### config.mk
export PLATFORM = sky130hd
export DESIGN_NAME = vc_arbiter_flat
export DESIGN_NICKNAME = d
export VERILOG_FILES = /design/src/rtl/vc_arbiter_if.sv /design/src/rtl/vc_arbiter.sv /design/src/flat_wrapper.sv
export SDC_FILE = /design/constraint.sdc
export NUM_CORES = 1
export LEC_CHECK = 0
export CAP_MARGIN = 20
export CORE_MARGIN = 10
export CORE_UTILIZATION = 33
export DETAILED_ROUTE_END_ITERATION = 8
export GPL_TIMING_DRIVEN = 0
export HOLD_SLACK_MARGIN = 0.08
export PLACE_DENSITY = 0.73
export SLEW_MARGIN = 0
export SYNTH_ARGS = -nofsm -noshare
export SYNTH_HDL_FRONTEND = slang
export SYNTH_SLANG_ARGS = --single-unit
### constraint.sdc
create_clock -name clk -period 1.65 [get_ports clk]
set_input_delay 0.33 -clock clk [delete_from_list [all_inputs] [get_ports clk]]
set_output_delay 0.33 -clock clk [all_outputs]
set_load 0.05 [all_outputs]
### src/rtl/vc_arbiter_if.sv
// vc_arbiter_if: bundles the VC FIFO read side and the output FIFO write side
// seen by vc_arbiter. master = arbiter, slave = FIFO side.
interface vc_arbiter_if #(
    parameter int DATA_WIDTH = 10
);
    logic [3:0]            in_empty;
    logic [DATA_WIDTH-1:0] in_data0;
    logic [DATA_WIDTH-1:0] in_data1;
    logic [DATA_WIDTH-1:0] in_data2;
    logic [DATA_WIDTH-1:0] in_data3;
    logic [3:0]            in_pop;
    logic                  out_almost_full;
    logic                  out_push;
    logic [DATA_WIDTH-1:0] out_data;

    modport master (
        input  in_empty, in_data0, in_data1, in_data2, in_data3, out_almost_full,
        output in_pop, out_push, out_data
    );

    modport slave (
        output in_empty, in_data0, in_data1, in_data2, in_data3, out_almost_full,
        input  in_pop, out_push, out_data
    );
endinterface

### src/rtl/vc_arbiter.sv
// vc_arbiter: round-robin scheduler moving words from four VC FIFOs into the
// shared output FIFO. Pop in cycle N, read data captured at end of N+1,
// push during N+2. Optional burst mode selected by ARB_BURST_EN.
//
// state | meaning
// IDLE  | no pop this cycle
// SERVE | pop issued this cycle
// STALL | enabled with work pending but held off by out_almost_full
//
// arb_state reports the state decided for the previous cycle.
module vc_arbiter #(
    parameter int DATA_WIDTH = 10,
    parameter int BURST_LEN  = 4
) (
    input  logic        clk,
    input  logic        reset,
    input  logic        arb_en,
    vc_arbiter_if.master bus,
    output logic [1:0]  grant_id,
    output logic        busy,
    output logic [1:0]  arb_state
);
    typedef enum logic [1:0] {
        IDLE  = 2'd0,
        SERVE = 2'd1,
        STALL = 2'd2
    } state_t;

    state_t                state;
    logic [1:0]            rr_ptr;
    logic [1:0]            sel_ch;
    logic [1:0]            s1_ch;
    logic                  s1_valid;
    logic                  push_r;
    logic [DATA_WIDTH-1:0] data_r;
    logic [DATA_WIDTH-1:0] s1_data;
    logic [3:0]            elig;
    logic                  any_elig;
    logic                  can_pop;

    if (BURST_LEN < 1) begin : g_bad_burst_len
        $error("vc_arbiter: BURST_LEN must be at least 1");
    end

    assign elig     = ~bus.in_empty;
    assign any_elig = |elig;
    // reset is part of the pop condition so in_pop drops with reset, no edge needed
    assign can_pop  = reset & arb_en & ~bus.out_almost_full & any_elig;

    // First eligible channel at or after rr_ptr, ascending mod 4
    always_comb begin
        logic [1:0] idx;
        logic       found;
        sel_ch = rr_ptr;
        found  = 1'b0;
        idx    = rr_ptr;
        for (int k = 0; k < 4; k++) begin
            idx = rr_ptr + 2'(k);
            if (!found && elig[idx]) begin
                found  = 1'b1;
                sel_ch = idx;
            end
        end
    end

    assign bus.in_pop = can_pop ? (4'b0001 << sel_ch) : 4'b0000;

    // Read-data mux for the channel popped last cycle
    always_comb begin
        case (s1_ch)
            2'd0:    s1_data = bus.in_data0;
            2'd1:    s1_data = bus.in_data1;
            2'd2:    s1_data = bus.in_data2;
            default: s1_data = bus.in_data3;
        endcase
    end

`ifdef ARB_BURST_EN
    localparam int CNT_W = $clog2(BURST_LEN + 1);

    logic [CNT_W-1:0] burst_cnt;
    logic [CNT_W-1:0] cnt_next;

    // A grant away from rr_ptr means the burst channel was not eligible: start afresh
    assign cnt_next = (sel_ch == rr_ptr) ? (burst_cnt + CNT_W'(1)) : CNT_W'(1);

    // Pointer stays on the granted channel until its burst is spent
    always_ff @(posedge clk or negedge reset) begin
        if (!reset) begin
            rr_ptr    <= 2'd0;
            burst_cnt <= '0;
        end else if (can_pop) begin
            if (cnt_next >= CNT_W'(BURST_LEN)) begin
                rr_ptr    <= sel_ch + 2'd1;
                burst_cnt <= '0;
            end else begin
                rr_ptr    <= sel_ch;
                burst_cnt <= cnt_next;
            end
        end
    end
`else
    // Strict one-word round robin
    always_ff @(posedge clk or negedge reset) begin
        if (!reset) begin
            rr_ptr <= 2'd0;
        end else if (can_pop) begin
            rr_ptr <= sel_ch + 2'd1;
        end
    end
`endif

    // Pop/capture/push pipeline and FSM; reset drops in-flight words
    always_ff @(posedge clk or negedge reset) begin
        if (!reset) begin
            s1_valid <= 1'b0;
            s1_ch    <= 2'd0;
            push_r   <= 1'b0;
            data_r   <= '0;
            grant_id <= 2'd0;
            state    <= IDLE;
        end else begin
            s1_valid <= can_pop;
            if (can_pop) begin
                s1_ch    <= sel_ch;
                grant_id <= sel_ch;
            end
            push_r <= s1_valid;
            if (s1_valid) begin
                data_r <= s1_data;
            end
            if (can_pop) begin
                state <= SERVE;
            end else if (arb_en && any_elig && bus.out_almost_full) begin
                state <= STALL;
            end else begin
                state <= IDLE;
            end
        end
    end

    assign bus.out_push = push_r;
    assign bus.out_data = data_r;
    assign busy         = s1_valid | push_r;
    assign arb_state    = state;
endmodule

### src/flat_wrapper.sv
// flat-port wrapper written by rule: the top's interface ports become plain ports
module vc_arbiter_flat 
#(
    parameter int DATA_WIDTH = 10,
    parameter int BURST_LEN  = 4
)
  (clk, reset, arb_en, grant_id, busy, arb_state, bus_in_empty, bus_in_data0, bus_in_data1, bus_in_data2, bus_in_data3, bus_out_almost_full, bus_in_pop, bus_out_push, bus_out_data);
  vc_arbiter_if #(.DATA_WIDTH(DATA_WIDTH)) bus_i ();
  input  logic clk;
  input  logic reset;
  input  logic arb_en;
  output logic [1:0] grant_id;
  output logic busy;
  output logic [1:0] arb_state;
  input wire logic [$bits(bus_i.in_empty)-1:0] bus_in_empty;
  input wire logic [$bits(bus_i.in_data0)-1:0] bus_in_data0;
  input wire logic [$bits(bus_i.in_data1)-1:0] bus_in_data1;
  input wire logic [$bits(bus_i.in_data2)-1:0] bus_in_data2;
  input wire logic [$bits(bus_i.in_data3)-1:0] bus_in_data3;
  input wire logic [$bits(bus_i.out_almost_full)-1:0] bus_out_almost_full;
  output wire logic [$bits(bus_i.in_pop)-1:0] bus_in_pop;
  output wire logic [$bits(bus_i.out_push)-1:0] bus_out_push;
  output wire logic [$bits(bus_i.out_data)-1:0] bus_out_data;
  assign bus_i.in_empty = bus_in_empty;
  assign bus_i.in_data0 = bus_in_data0;
  assign bus_i.in_data1 = bus_in_data1;
  assign bus_i.in_data2 = bus_in_data2;
  assign bus_i.in_data3 = bus_in_data3;
  assign bus_i.out_almost_full = bus_out_almost_full;
  assign bus_in_pop = bus_i.in_pop;
  assign bus_out_push = bus_i.out_push;
  assign bus_out_data = bus_i.out_data;
  vc_arbiter #(.DATA_WIDTH(DATA_WIDTH), .BURST_LEN(BURST_LEN)) u_core (.clk(clk), .reset(reset), .arb_en(arb_en), .bus(bus_i), .grant_id(grant_id), .busy(busy), .arb_state(arb_state));
endmodule
# Word level (Yosys, flattened, before mapping)
# Index checks and enable logic that the tools add are counted.
[op_classes] add_sub_neg=4 magnitude_cmp=4 n_eq_ne=2 n_shift=1 n_mux=18 n_bitwise=6 n_reduce_logical=10
[ops] operator="10-bit case mux with 3 select lines" n=1
[ops] operator="2-bit by 3-bit less-than comparator with 1-bit output, second input constant" n=4
[ops] operator="2-bit 2-to-1 mux" n=5
[ops] operator="1-bit binary-select mux with 2-bit select" n=4
[ops] operator="1-bit 2-to-1 mux" n=7
[ops] operator="1-bit logical AND" n=5
[ops] operator="2-bit by 1-bit adder with 2-bit output, second input constant" n=2
[ops] operator="2-bit adder, second input constant" n=2
[ops] operator="4-bit 2-to-1 mux" n=1
[ops] operator="4-bit inverter" n=1
[ops] operator="4-bit OR reduction" n=1
[ops] operator="1-bit by 2-bit << shifter with 4-bit output, first input constant" n=1
[ops] operator="1-bit AND" n=3
[ops] operator="1-bit zero test" n=3
[ops] operator="2-bit by 1-bit equality test with 1-bit output, second input constant" n=1
[ops] operator="2-bit equality test, second input constant" n=1
[ops] operator="2-bit zero test" n=1
[ops] operator="1-bit inverter" n=1
[ops] operator="1-bit bitwise OR" n=1
[totals] register_bits=18 in_bits=48 out_inout_bits=20 elab_cells=51

# Logic depth before layout (Yosys ltp)
[depth] ltp_word=15 depth_mapped=5 mapped_depth_nobuf=5

# Worst setup path after synthesis
# Ideal clock, no wire load.
[synth_path] path_kind="reg2out" start="register u_core.rr_ptr[1]" end="output port bus_in_pop[1]" arrival_ps=1580 t_required_ps=1320 path_slack_ps=-260 stages_incl_launch_ff=6 n_path_buf=0 cell_sequence="dfrtp_1 and3_1 o32a_1 inv_1 ha_1 and2_1"
[synth_via] elab_chain_len=14 elab_cells_between_ends=25 cone_classes="3 x add/sub; 1 x shift; 15 x mux; 6 x reduce/logical"
[synth_lines] item="from (decl)" line_no="vc_arbiter.sv:30" rtl="logic [1:0] rr_ptr;"
[synth_lines] item="from (signal assigned)" line_no="vc_arbiter.sv:108" rtl="rr_ptr <= sel_ch + 2'd1;"
[synth_lines] item="branches (longest 11 deep; another with 2-bit by 1-bit adder with 2-bit output)"
[synth_lines] item="2-bit 2-to-1 mux *" line_no="vc_arbiter.sv:59" rtl="if (!found && elig[idx]) begin"
[synth_lines] item="named net u_core.sel_ch[1]" line_no="vc_arbiter.sv:31" rtl="logic [1:0] sel_ch;"
[synth_lines] item="1-bit by 2-bit << shifter with 4-bit output *" line_no="vc_arbiter.sv:66" rtl="assign bus.in_pop = can_pop ? (4'b0001 << sel_ch) : 4'b0000;"
[synth_lines] item="4-bit 2-to-1 mux *" line_no="vc_arbiter.sv:66"
[synth_lines] item="to (decl)" line_no="flat_wrapper.sv:21" rtl="output wire logic [$bits(bus_i.in_pop)-1:0] bus_in_pop;"
# Mark *: on every way through the listed nets, which the timed path passes. The select of a mux whose other input is x is not followed.

# Worst setup path after layout
[layout_path] start="register u_core.rr_ptr[1]" end="output port bus_in_pop[2]"
[layout_via] elab_chain_len=14 elab_cells_between_ends=25 cone_classes="3 x add/sub; 1 x shift; 15 x mux; 6 x reduce/logical"
[layout_lines] item="branches (longest 11 deep; another with 2-bit by 1-bit adder with 2-bit output)"
[layout_lines] item="2-bit 2-to-1 mux *" line_no="vc_arbiter.sv:59"
[layout_lines] item="1-bit by 2-bit << shifter with 4-bit output *" line_no="vc_arbiter.sv:66"
[layout_lines] item="4-bit 2-to-1 mux *" line_no="vc_arbiter.sv:66"
# Mark *: on every way between the ends. The select of a mux whose other input is x is not followed.

==> impl_metrics.toml <==
[clocking]
tritoncts = "yes"
cts-root-buf = "clkbuf_4"
h-tree-depth = 1
cts.sinks = 17
cts_buffers = 3
cts_buffer_depth = 2
worstSkewPairLatency_ns = 0.29
clkTransAtPathRegs_ns = 0.10

[grt]
grt_start_max_net_pins = 18
grt_pass1_wl_um = 5809
antenna_found_initial = 0
overflow = 0
grt_use_total_pct = 11.79
grt_pass1_vias = 1085

[placed_design]
io_buffers = 67
hpwlAfterDp_um = 2915
place_area_sq_um = 1866
gp_congestion = 0.7384

[detailed_routing]
totalWireLength_um = 3728
drc_errors = 0
wire_per_inst_um = 18.64
vias = 989
vias_per_cell = 4.945
drtPass1Iterations = 3
ant_nets = 0
first_iter_violations = 56

[synth]
avgSynthCellArea_sq_um = 14.16
yosysSeqAreaShare_pct = 38.51
synth_nets = 130
ys_types = 29
ys_ff_latch = 17
synth_warnings = 0
netlist_instances = 78
synth_area_sq_um = 1105

[min_path]
hold_depth = 0
holdPathEnd = "u_core.bus.out_push$_DFF_PN0_"
worstHoldStart = "u_core.arb_state[0]$_DFF_PN0_"
hp-class = "flop to flop"

[sta]
slew_viol_final = 0
fmax_ghz = 0.4733
setup_ws_ns = -0.4629
worstMarginPinSlew_ns = 0.7753
post-route-min-period_ns = 2.113
rsz0062_at_grt = "true"
clock_skew_ns = 0.003516
hold_ws_ns = 0.4254
setup_viol = 4
hold_violations = 0
period_share_pct = 128.1
setup_tns_ns = -1.805
maxSlewHeadroom_pct = 48.14

[die]
die_y_um = 77.86
dieWidth_um = 77.86
die-area_sq_um = 6062
start_util_pct = 35.32
row_count = 20
ios = 68
core_area_sq_um = 3128

[run_status]
status = "finished, violations left"
violations = "negative setup slack"

[worst_setup_path]
rr_startpoint = "u_core.rr_ptr[1]$_DFFE_PN0P_"
max_stage_delay_ns = 0.44
critPathTopFamily = "simple AND/OR/NAND/NOR gates"
worst-path-buf-inv = 1
reg2regPathDepth = 4
critPathLaunchType = "flop"
cp-end-kind = "primary output"
critPathKind = "flop to primary output"
path_max_fanout = 7
worst-path-stages = 6
required_ns = 1.32
slowest_stage = "dfrtp_2"
r2r_setup_slack_ns = 0.03
r2r-end = "u_core.rr_ptr[1]$_DFFE_PN0P_"
worstPathArrival_ns = 1.78
worstPathCellList = "nor2b_4 -> o221ai_4 -> or2_4 -> ha_1 -> and2_4 -> buf_8"

[final_layout]
nNetsFinal = 209
synthToLayoutAreaGrowth_pct = 77.35
design_area_sq_um = 1959
drive_gt1_share_pct = 37.18
antenna_cells = 0

[power_and_ir_drop]
swShare_pct = 45.82
pwr-share-seq_pct = 26.6
clkPwrFrac_pct = 8.5
cellLeakagePower_nw = 0.8464
intPower_mw = 1.454
pwr_density_cell_nw_per_um2 = 1370
p_sw_mw = 1.230
ir_drop_v = 0.0005897
combPwrFrac_pct = 64.9

[run]
cap_violations = 0
power groups by stage:
stage | Clock [mW] | Combinational [mW] | Sequential (mW)
6_report | 0.228 | 1.74 | 0.714
3_3_place_gp | 0 | 1.76 | 0.709
5_1_grt | 0.243 | 1.83 | 0.734
4_1_cts | 0.232 | 1.75 | 0.716
3_5_place_dp | 0 | 1.79 | 0.730
2_1_floorplan | 0 | 0.677 | 1.23
placed cells by master (no fill, tap or decap), types with 2 or more instances in the layout:
cell,Yosys,routed
ha_2,0,2
mux4_2,9,9
nand2b_1,2,2
o21a_1,2,2
nor2_1,2,2
buf_4,1,8
nand3b_1,2,2
and3_1,2,2
and2_4,0,4
buf_6,1,5
buf_8,0,2
dfrtp_1,17,13
dfrtp_2,0,4
clkbuf_4,0,3
mux2_2,3,3
ha_1,4,2
clkdlybuf4s50_1,0,42
dlygate4sd2_1,0,17
mux2_4,9,9
how the worst max path moves through the flow:
stage	start	to	slack, ns
detailed placement	reset	bus_in_pop[3]	-1.66
global placement	reset	bus_in_pop[3]	-1.60
global route	u_core.rr_ptr[1]$_DFFE_PN0P_	bus_in_pop[0]	-0.54
floorplan	u_core.rr_ptr[1]$_DFFE_PN0P_	bus_in_pop[1]	0.006
CTS	u_core.rr_ptr[1]$_DFFE_PN0P_	bus_in_pop[1]	-0.47
finish	u_core.rr_ptr[1]$_DFFE_PN0P_	bus_in_pop[2]	-0.46
state kept, by name, summed over array words and instances (netlist names):
register / count
u_core.arb_state: 2
u_core.rr_ptr: 2
u_core.grant_id: 2
u_core.bus.out_push: 1
u_core.bus.out_data: 10
worst reg2reg max path, stage by stage (launching register included):
cell     delay (ns)
dfrtp_2        0.46
and3_1         0.16
o32a_1         0.35
ha_2           0.28
mux2_2         0.27
metrics by stage:
stage | worst slack [ns] | cells | power [mW] | util (%)
2_1_floorplan | 0.005768 | 78 | 1.907 | -
3_3_place_gp | -1.603 | 189 | 2.472 | 59.64
3_5_place_dp | -1.658 | 189 | 2.517 | 59.64
4_1_cts | -0.4726 | 196 | 2.694 | 61.80
5_1_grt | -0.5369 | 200 | 2.803 | 62.64
6_report | -0.4629 | 200 | 2.685 | 62.64
layout make-up:
type | instances | area, sq um
Fill cell | 278 | 1169
Clock buffer | 4 | 26.28
Sequential cell | 17 | 430.4
Timing Repair Buffer | 74 | 711.9
Multi-Input combinational cell | 55 | 693.2
Inverter | 2 | 7.507
Tap cell | 44 | 55.05
Buffer | 4 | 35.03
cells in the mapped netlist:
cell | number | area [sq um]
clkbuf_1 | 1 | 3.750
nor2b_1 | 2 | 12.51
nand4_1 | 1 | 6.260
o21a_1 | 2 | 15.01
nand2b_1 | 2 | 12.51
o31ai_1 | 1 | 7.510
and2_1 | 4 | 25.02
o21bai_1 | 1 | 7.510
o21ai_0 | 2 | 10.01
nand3b_1 | 2 | 15.01
ha_1 | 4 | 50.05
buf_2 | 1 | 5.000
inv_1 | 2 | 7.510
o32a_1 | 1 | 10.01
and4_1 | 1 | 8.760
buf_6 | 1 | 11.26
and3_1 | 2 | 12.51
mux2_4 | 9 | 135.1
mux2_2 | 3 | 33.78
o31a_1 | 1 | 8.760
buf_4 | 1 | 7.510
nor3b_1 | 1 | 7.510
or2_2 | 2 | 12.51
mux4_2 | 9 | 202.7
a2bb2oi_1 | 1 | 8.760
mux4_1 | 1 | 26.28
o221ai_1 | 1 | 8.760
dfrtp_1 | 17 | 425.4
nor2_1 | 2 | 7.510
logic make-up after synthesis:
family                     count (synthesis)  share of synthesized area, %
buffers and inverters                      6                         3.171
AOI/OAI and AO/OA                         10                         6.909
adders and majority gates                  4                         4.530
and+or+nand+nor                           19                         10.87
muxes                                     22                         36.01
DFF                                       17                         38.51
what timing repair did:
action | 4_1_cts | 5_1_grt
endpoints found under the hold margin | 17 | 0
endpoints found under the setup margin | 31 | 6
gates resized for setup | 74 | 2
pin swaps | 0 | 0
hold buffers | 1 | 0
buffers inserted | 2 | 4
metal layers:
metal,wire length (um),vias to the layer above,track usage [%]
met5,0,-,0
met4,11,0,1.642
met3,291,2,5.184
met2,1689,53,19.07
met1,1736,477,14.44
li1,-,457,-
Power figures use the tool's default switching activity.
==> edit: new RTL, config.mk and constraints unchanged <==
The option `ARB_BURST_EN` is turned on by a define.
--- a/src/rtl/vc_arbiter.sv
+++ b/src/rtl/vc_arbiter.sv
@@ -8,6 +8,8 @@
 // STALL | enabled with work pending but held off by out_almost_full
 //
 // arb_state reports the state decided for the previous cycle.
+`define ARB_BURST_EN
+
 module vc_arbiter #(
     parameter int DATA_WIDTH = 10,
     parameter int BURST_LEN  = 4
Behaviour: not the same (a bounded check fails within 4 cycles, from zero or initial values and one cycle with reset low).
==> edit against the original RTL <==
The run still ends with negative setup slack left. Power increased by 31%. Critical path depth increased by 3. Worst setup slack got worse by 240 ps. Hold slack improved by 58 ps. Largest power group unchanged. Final area increased by 17%. Sequential cell count increased by 3. Final cell count increased by 20%. Core utilization decreased by 5.8 points. Routed wire length increased by 18%. Largest cell class is now multi-input combinational cells. Synthesized cell count increased by 42%. Area after synthesis increased by 24%. First-iteration DRC count decreased by 18%. Count of clock-buffer cells in the layout unchanged. Highest routed layer unchanged.
==> edit: results (changes against the original RTL) <==
Clk Latency, worst-skew pair: 250 ps (-40 ps)
routed vias/inst: 5.14 (+3.9%)
DR iter-0 viols: 46 (-18%)
Slew HR: 38.9% (-9.2 points)
IO buf count: 64 (-4.5%)
cells on worst reg2reg path: 8 (+4)
failing checks: negative setup slack
cell leakage power: 0.981 nW (+16%)
vias in the first global route: 1374 (+27%)
Final Setup Violations: 6 (+2)
maximum VDD drop: 0.000658 V (+12%)
Fin Setup TNS: -3010 ps (-1210 ps)
reg2reg setup slack: -220 ps (-250 ps)
status: complete, but fails checks
RR Startpoint: u_core.rr_ptr[0]$_DFFE_PN0P_
Setup WS pre-CTS: -1900 ps (-238 ps)
synth cell count leaders: dfrtp_1, mux2_2, mux4_2
CP peak stage delay: 420 ps (-20 ps)
CTS Root Cell: clkbuf_8
Hold Crit Depth: 3 (+3)
FILL cells: 344 (+24%)
crit path DAT: 2020 ps (+240 ps)
skew final: 2.28 ps (-1.23 ps)
Worst path slowest cell: dfrtp_1
synth top area cells: dfrtp_1, mux4_2, mux2_2, ha_1, and2_1
Worst Path Max Fanout: 6 (-1)
post-DR wirelength/cell: 18.3 um (-1.6%)
number of distinct library cells after synthesis: 41 (+41%)
Worst Hold Class: input pin to register
setup slack after layout: -702 ps (-239 ps)
hpwl dp: 3.36 mm (+15%)
Post-Syn Nets: 164 (+26%)
Clock transition at path regs: 70 ps (-30 ps)
edit: final cells by class:
cell class              count  area, um2  area share (%)
clock buffers               4       45.0            1.97
well taps                  50       62.6            2.73
repair buffers             76        734            32.1
plain buffers              11       97.6            4.26
multi-input cells          75        835            36.4
inverters                   4       15.0           0.655
flip-flops and latches     20        502            21.9
edit: timing repair:
action / in CTS / in global routing
setup endpoints to repair: 28 / 11
hold buffers: 0 / 1
endpoints found under the hold margin: 0 / 20
gates resized for setup: 69 / 9
pin swaps: 8 / 5
buffers inserted: 10 / 1
edit: through the flow:
stage	cells	area (um2)	hold WS [ps]
2_1_floorplan	111	1410	34.4
3_3_place_gp	225	2120	418
3_5_place_dp	225	2120	433
4_1_cts	239	2280	158
5_1_grt	240	2290	511
6_report	240	2290	484
edit: where the power goes:
| part | internal (mW) | switching, mW |
|---|---|---|
| Sequential | 0.694 | 0.124 |
| Combinational | 1.07 | 1.31 |
| Clock | 0.171 | 0.146 |
| Total | 1.93 | 1.58 |
edit: logic make-up (layout without fill, tap and decap cells):
| kind of cell | count (synthesis) | count (layout) | synth area share (%) |
|---|---|---|---|
| compound gates | 14 | 14 | 7.73 |
| xor+xnor | 3 | 3 | 2.46 |
| fa+ha+maj | 5 | 5 | 4.55 |
| buf+inv | 16 | 95 | 6.82 |
| flops | 20 | 20 | 36.4 |
| mux | 24 | 24 | 27.9 |
| simple gates | 29 | 29 | 14.1 |
edit: metal layers:
metal	global-route usage, %	part of all wire (%)
met3	4.83	9.6
met4	1.65	0.43
met2	18.6	43
met1	15.3	46
met5	0	0
edit: worst min path at each step:
stage | startpoint | endpoint | slack, ps
4_1_cts | reset | u_core.bus.out_data[9]$_DFFE_PN0P_ | 160
6_report | bus_in_empty[0] | u_core.arb_state[1]$_DFF_PN0_ | 480
3_5_place_dp | u_core.arb_state[0]$_DFF_PN0_ | u_core.bus.out_push$_DFF_PN0_ | 430
3_3_place_gp | u_core.arb_state[0]$_DFF_PN0_ | u_core.bus.out_push$_DFF_PN0_ | 420
5_1_grt | bus_in_empty[0] | u_core.arb_state[1]$_DFF_PN0_ | 510
2_1_floorplan | reset | u_core.arb_state[0]$_DFF_PN0_ | 30
edit: worst register-to-register path, delay by kind of cell, from the launching register on:
kind                       cells  cell delay (ps)
buffers and inverters          1              150
and+or+nand+nor                3              430
AOI/OAI and AO/OA              1               80
muxes                          1              130
xor gates and xnor gates       1              260
adders and majority gates      1              290
DFF                            1              420
